--- config.mk ---
export PLATFORM = sky130hd
export DESIGN_NAME = fetch_unit
export DESIGN_NICKNAME = d
export VERILOG_FILES = /design/src/rtl/fetch_unit.sv
export SDC_FILE = /design/constraint.sdc
export NUM_CORES = 1
export LEC_CHECK = 0
export ABC_AREA = 1
export ABC_CLOCK_PERIOD_IN_PS = 5890
export CAP_MARGIN = 15
export CORE_ASPECT_RATIO = 0.7
export CORE_MARGIN = 5
export CORE_UTILIZATION = 58
export CTS_CLUSTER_SIZE = 10
export DETAILED_ROUTE_END_ITERATION = 7
export MAX_ROUTING_LAYER = met4
export PLACE_DENSITY = 0.92
export SLEW_MARGIN = 5
export SYNTH_ARGS = -nofsm -noshare
export SYNTH_HDL_FRONTEND = slang
export SYNTH_SLANG_ARGS = --single-unit
export TNS_END_PERCENT = 5
--- constraint.sdc ---
create_clock -name clk -period 5.89 [get_ports clk]
set_input_delay 1.178 -clock clk [delete_from_list [all_inputs] [get_ports clk]]
set_output_delay 1.178 -clock clk [all_outputs]
set_load 0.005 [all_outputs]
--- src/rtl/fetch_unit.sv ---
// Instruction-fetch stage: owns the PC, drives the RAM read port, buffers fetched
// words in a small FIFO and hands {instruction, pc} to decode.
module fetch_unit #(
    parameter logic [63:0] RESET_PC = 64'h2000,
    parameter int          DEPTH    = 2
) (
    input  logic        clk,
    input  logic        reset,
    output logic [63:0] r_addr,
    input  logic [31:0] r_data_out,
    input  logic        r_error,
    output logic        inst_valid,
    input  logic        inst_ready,
    output logic [31:0] instruction,
    output logic [63:0] inst_pc,
    input  logic        redirect_valid,
    input  logic [63:0] redirect_pc,
    input  logic        halt_req,
    output logic        halted,
    output logic        error,
    output logic [1:0]  fsm_state
);
    localparam int AW = $clog2(DEPTH);
    localparam int CW = AW + 1;

    typedef enum logic [1:0] {
        RUN    = 2'd0,
        HALTED = 2'd1,
        ERROR  = 2'd2
    } state_t;

    state_t        state;
    logic [63:0]   pc;
    logic [63:0]   tag_pc;
    logic          inflight;
    logic [31:0]   mem_inst [DEPTH];
    logic [63:0]   mem_pc   [DEPTH];
    logic [AW-1:0] rd_ptr;
    logic [AW-1:0] wr_ptr;
    logic [CW-1:0] count;

    logic          in_run;
    logic          pop;
    logic [CW-1:0] occ;
    logic          ret_ok;
    logic          ret_err;
    logic          want_issue;
    logic          mis_err;
    logic          issue;
    logic          flush;
    logic          take_redirect;
    logic          push;

    // Decode handshake: an entry transfers on a rising edge where inst_valid && inst_ready;
    // instruction/inst_pc hold the FIFO head and stay stable until that transfer.
    assign inst_valid  = (count != '0);
    assign instruction = inst_valid ? mem_inst[rd_ptr] : '0;
    assign inst_pc     = inst_valid ? mem_pc[rd_ptr]   : '0;
    assign r_addr      = pc;
    assign fsm_state   = state;

    assign in_run  = (state == RUN);
    assign pop     = inst_valid && inst_ready;
    assign ret_ok  = in_run && inflight && !r_error;
    assign ret_err = in_run && inflight && r_error;

    // A slot freed by this cycle's pop counts as credit, so a draining FIFO sustains 1/cycle.
    assign occ        = count + CW'(inflight) - CW'(pop);
    assign want_issue = in_run && (occ < CW'(DEPTH)) && !redirect_valid && !halt_req && !ret_err;
    assign mis_err    = want_issue && (pc[1:0] != 2'b00);
    assign issue      = want_issue && !mis_err;

    assign flush         = in_run && !ret_err && (halt_req || redirect_valid);
    assign take_redirect = in_run && !ret_err && !halt_req && redirect_valid;
    assign push          = ret_ok && !flush;

    always_ff @(posedge clk or negedge reset) begin
        if (!reset) begin
            state    <= RUN;
            pc       <= RESET_PC;
            tag_pc   <= '0;
            inflight <= 1'b0;
            rd_ptr   <= '0;
            wr_ptr   <= '0;
            count    <= '0;
            halted   <= 1'b0;
            error    <= 1'b0;
            for (int i = 0; i < DEPTH; i++) begin
                mem_inst[i] <= '0;
                mem_pc[i]   <= '0;
            end
        end else begin
            inflight <= issue;
            if (issue) begin
                tag_pc <= pc;
                pc     <= pc + 64'd4;
            end else if (take_redirect) begin
                pc <= redirect_pc;
            end

            if (flush) begin
                rd_ptr <= '0;
                wr_ptr <= '0;
                count  <= '0;
            end else begin
                if (push) begin
                    mem_inst[wr_ptr] <= r_data_out;
                    mem_pc[wr_ptr]   <= tag_pc;
                    wr_ptr           <= wr_ptr + AW'(1);
                end
                if (pop) begin
                    rd_ptr <= rd_ptr + AW'(1);
                end
                count <= count + CW'(push) - CW'(pop);
            end

            // HALTED and ERROR are terminal until reset.
            if (in_run) begin
                if (ret_err || mis_err) begin
                    state <= ERROR;
                    error <= 1'b1;
                end else if (halt_req) begin
                    state  <= HALTED;
                    halted <= 1'b1;
                end
            end
        end
    end
endmodule
Word level (Yosys, flattened, before mapping)
Cells that the tools add are included.

Add/subtract/negate cells: 7. $lt $le $gt $ge: 4. Bitwise logic cells: 4. Mux-type cells: 23. Reduce and logical (&&, ||, !) cells: 35.

Operators by type and width (count): $mux W64 (7); $mux W32 (5); $bwmux W128 (1); $add A64 B3 Y64 const B (1); $bwmux W64 (1); $demux W64 S1 (1); $demux W32 S1 (1); $logic_and A1 B1 Y1 (16); $reduce_bool A2 Y1 (6); $logic_not A1 Y1 (6); $mux W2 (3); $reduce_and A2 Y1 (3); $add A2 B1 Y2 (2); $ge A2 B2 Y1 const B (2); $mux W1 (4); $not A1 Y2 (2); $sub A2 B1 Y2 (2); $reduce_and A3 Y1 (1); $add A1 B1 Y1 const B (2); $logic_not A2 Y1 (1); $logic_or A1 B1 Y1 (2); $lt A2 B1 Y1 const B (1); $lt A2 B2 Y1 const B (1); $not A1 Y1 (2).

Bits of input ports: 102. Register bits after elaboration: 329. Word-level logic and storage cells: 86.

Longest topological paths before layout
Depth in word-level cells: 12. Mapped depth: 15.

Worst setup path before layout
No wires, ideal clock.

Kind: input -> register. Start: in inst_ready. End: reg pc[29] (netlist: r_addr[29]). Slack: 3148 ps. Cell stages on the path: 15. Data required time: 5766 ps. Arrival: 2618 ps. Setup time: 124 ps. Path through: inv_1 -> nor2_1 -> ha_1 -> inv_1 -> nand2_1 -> inv_1 -> nand2_1 -> nand2_1 -> nand3_1 -> buf_2 -> buf_2 -> nor2_1 -> nand2_1 -> nand2_1 -> nand3_1.

Longest elaborated chain between the ends: 11. Elaborated cells on any way between the ends: 12. Classes of those cells: add/sub: 1; order compare: 1; mux: 1; reduce/logical: 9.

Ends and longest elaborated chain: from (decl) (RTL line 13) `input logic inst_ready,`; $logic_and A1 B1 Y1 * (RTL line 63) `assign pop = inst_valid && inst_ready;`; $sub A2 B1 Y2 * (RTL line 68) `assign occ = count + CW'(inflight) - CW'(pop);`; $lt A2 B2 Y1 * (RTL line 69) `assign want_issue = in_run && (occ < CW'(DEPTH)) && !redirect_valid && !halt_req && !ret_err;`; $logic_and A1 B1 Y1 * (4 in series) (RTL line 69); $logic_and A1 B1 Y1 (RTL line 70) `assign mis_err = want_issue && (pc[1:0] != 2'b00);`; $logic_not A1 Y1 (RTL line 71) `assign issue = want_issue && !mis_err;`; $logic_and A1 B1 Y1 * (RTL line 71); $mux W64 / $reduce_bool A2 Y1 (equally long branches); to (signal assigned) (RTL line 96) `pc <= pc + 64'd4;`; to (signal assigned) (RTL line 98) `pc <= redirect_pc;`; to (decl) (RTL line 33) `logic [63:0] pc;`.

Every way passes the cells marked *; elsewhere a longest branch is shown, timed or not. A chain may end at the register's enable or synchronous reset.

Final worst setup path
Start: reg count[1]. End: out inst_pc[36].

Longest elaborated chain between the ends: 2.

Ends and longest elaborated chain: from (decl) (RTL line 40) `logic [CW-1:0] count;`; from (signal assigned) (RTL line 114) `count <= count + CW'(push) - CW'(pop);`; $reduce_bool A2 Y1 (RTL line 56) `assign inst_valid = (count != '0);`; $mux W64 (RTL line 58) `assign inst_pc = inst_valid ? mem_pc[rd_ptr] : '0;`; to (decl) (RTL line 15) `output logic [63:0] inst_pc,`.

Every way passes these cells.

==> impl_metrics.ini <==
[placement]
gp_congestion = 0.984
placed_cell_area_mm2 = 0.0192
dp_cells = 2736
dp_hpwl_um = 37200
port_buffers = 266

[clocking]
cts_setup_buffers = 0
cts_tree = built
cts_made_buffers = 38
cts_hold_buf = 0
clock_path_buffers = 3
cts_max_level = 2
clk_pin_slew_worst_paths_ns = 0.05
clock_latency_ns = 0.54
clock-sinks = 329
cts_resized = 0
cts-root-buf = clkbuf_16

[pwr]
switching_share_pct = 28.5
combPwrFrac_pct = 15.4
p_clk_share_pct = 40.1
p_leak_nw = 9.09
seq_power_share_pct = 44.6
switching_power_w = 0.00149
total_power_w = 0.00522
power_density_mw_per_mm2 = 257
ir_drop_mv = 0.371
p_int_w = 0.00373

[critical_path]
r2r_cells = 13
rrSetupSlack_ns = 1.96
path_class = flop to output port
crit_path_start_kind = flop
arrival_ns = 3.27
cpPeakStageDelay_ns = 0.83
worstPathCellList = nor2_4 > buf_4 > a21oi_1 > clkdlybuf4s50_1
required_ns = 4.71
cpMaxStageDelayCell = nor2_4
crit_fanout = 58
cp-end-kind = output port

[drt]
wire_per_inst_um = 19.3
drt-total-wl_um = 53800
drc_errors = 0
ant_nets = 0
drtIter0Drc = 2327
vias = 15900
via_per_inst = 5.72
drt_first_pass_iters = 6

[logic_synthesis]
synth_seq_cells = 329
synth_area_per_cell_um2 = 7.51
yosysMostFrequentCell = nand2_1
async_flop_share_pct = 100
yosys_warnings = 0
yosysTopAreaCell = dfrtp_1
syn-num-nets = 2299
synth_commonest_cells = nand2_1, dfrtp_1, inv_1, o21ai_0, nor2_1
netlist_area_mm2 = 0.0165
synth_ff_type = dfrtp_1
muxShareOfSynthArea_pct = 0
synth_xor_area_share_pct = 0.160
synth_seq_area_share_pct = 50.0
synth-edff-count = 0
synth_adder_area_share_pct = 0.304
ys_types = 29
syn_inst = 2193
netlist_top_cells_area = dfrtp_1, nand2_1, o21ai_0, inv_1, o21ai_2
synth_top_family_by_area = simple AND/OR/NAND/NOR gates
synthSimpleGateAreaFrac_pct = 26.4
synth_top_cell_area_share_pct = 49.8
synth-compound-area-share_pct = 14.6

[grt]
antenna_found_initial = 0
grt_pass1_vias = 15400
grt_util_all_layers_pct = 34.3
overflow = 0
grt_max_degree = 130
grt_first_pass_wirelength_um = 84400

[timing]
fin_setup_tns_ns = 0
max-slew-margin-rel_pct = 24.1
finalSetupViolations = 0
max_freq_mhz = 225
maxSlewViolCount = 0
period_minus_slack_ns = 4.45
rsz0062_at_grt = no
finalHoldViolCount = 0
tightest_slew_ns = 1.14
skew_ns = 0.0232
fin_crit_sh_pct = 75.6

[worst_hold_path]
min_path_type = flop to flop
hold_depth = 2

[floorplan]
rows = 51
core_area_mm2 = 0.0279
die_x_um = 211
io-pin-count = 267
initial_core_util_pct = 59.0
die_h_um = 151
fp.dieArea_mm2 = 0.0319

[layout]
fin_nets = 2512
drive_above_1_share_pct = 6.50
area_growth_pct = 23.1
antenna_cells = 0
finalNonFillerCells = 2787
final_core_util_pct = 72.7
fin_area_mm2 = 0.0203

[run_status]
status = complete, no violations

[run]
maxCapViolCount = 0
==> stage by stage <==
step | setup WS (ns) | hold slack [ns]
CTS | 1.49 | 0.482
floorplan | 3.15 | 0.436
global placement | 1.68 | 0.448
detailed placement | 1.60 | 0.468
finish | 1.44 | 0.481
global route | 1.32 | 0.492
==> placed cells by master, fill, tap and decap left out, drive strengths merged <==
cell | Yosys | layout
a21oi | 98 | 98
a22oi | 1 | 1
buf | 47 | 16
clkbuf | 61 | 47
clkdlybuf4s50 | 0 | 265
clkinv | 0 | 3
dfrtp | 328 | 328
dfstp | 1 | 1
ha | 4 | 4
inv | 220 | 220
nand2 | 855 | 855
nand3 | 64 | 64
nand3b | 3 | 3
nand4 | 14 | 14
nor2 | 174 | 174
nor3 | 2 | 2
o211ai | 7 | 7
o21ai | 300 | 300
o22ai | 7 | 7
o32ai | 1 | 1
or2 | 3 | 3
xnor2 | 1 | 1
xor2 | 2 | 2
==> per-layer routing <==
layer	routed length, um	vias up	GRT usage [%]
li1	-	7301	-
met1	22300	7570	48.0
met2	24200	927	52.4
met3	5650	148	6.29
met4	1700	0	9.37
met5	0	-	-
==> power groups by stage <==
stage | combinational [W] | clock [W] | sequential (W)
floorplan | 0.000409 | 0 | 0.00235
global placement | 0.000781 | 0 | 0.00236
detailed placement | 0.000792 | 0 | 0.00236
CTS | 0.000794 | 0.00209 | 0.00233
global route | 0.000858 | 0.00220 | 0.00233
finish | 0.000802 | 0.00209 | 0.00233
==> kinds of logic (layout without fill, tap and decap cells) <==
logic type / after synthesis / after routing
compound gates: 414 / 414
xor+xnor: 3 / 3
fa+ha+maj: 4 / 4
buf+inv: 328 / 551
flops: 329 / 329
simple gates: 1115 / 1115
==> worst paths after layout <==
path / from / endpoint
max in group asynchronous: reset / mem_pc[92]
max: count[1] / inst_pc[36]
min: mem_pc[88] / mem_pc[88]
max reg2reg: count[1] / r_addr[28]
min reg2reg: mem_pc[88] / mem_pc[88]
min in group asynchronous: reset / mem_inst[27]
==> state kept, by name, summed over array words and instances, names as in the netlist <==
| register | count |
|---|---|
| rd_ptr | 1 |
| count | 2 |
| mem_inst | 64 |
| inflight | 1 |
| tag_pc | 64 |
| mem_pc | 128 |
| wr_ptr | 1 |
| halted | 1 |
| error | 1 |
| fsm_state | 2 |
| r_addr | 64 |
==> area by class of cell <==
| cell class | count | area (um^2) |
|---|---|---|
| multi-input combinational | 1536 | 6870 |
| timing repair buffer | 281 | 2830 |
| tap | 371 | 464 |
| inverter | 220 | 826 |
| sequential | 329 | 8240 |
| clock buffer | 47 | 985 |
| fill | 2037 | 7620 |
| clock inverter | 3 | 62.6 |
==> worst max-delay path: cells and delay by family, from the launching register on <==
kind                   cells  cell delay, ns
buffers and inverters      2            1.24
and+or+nand+nor            1            0.83
AOI/OAI and AO/OA          1            0.22
DFF                        1            0.45
(Power assumes the default switching activity.)
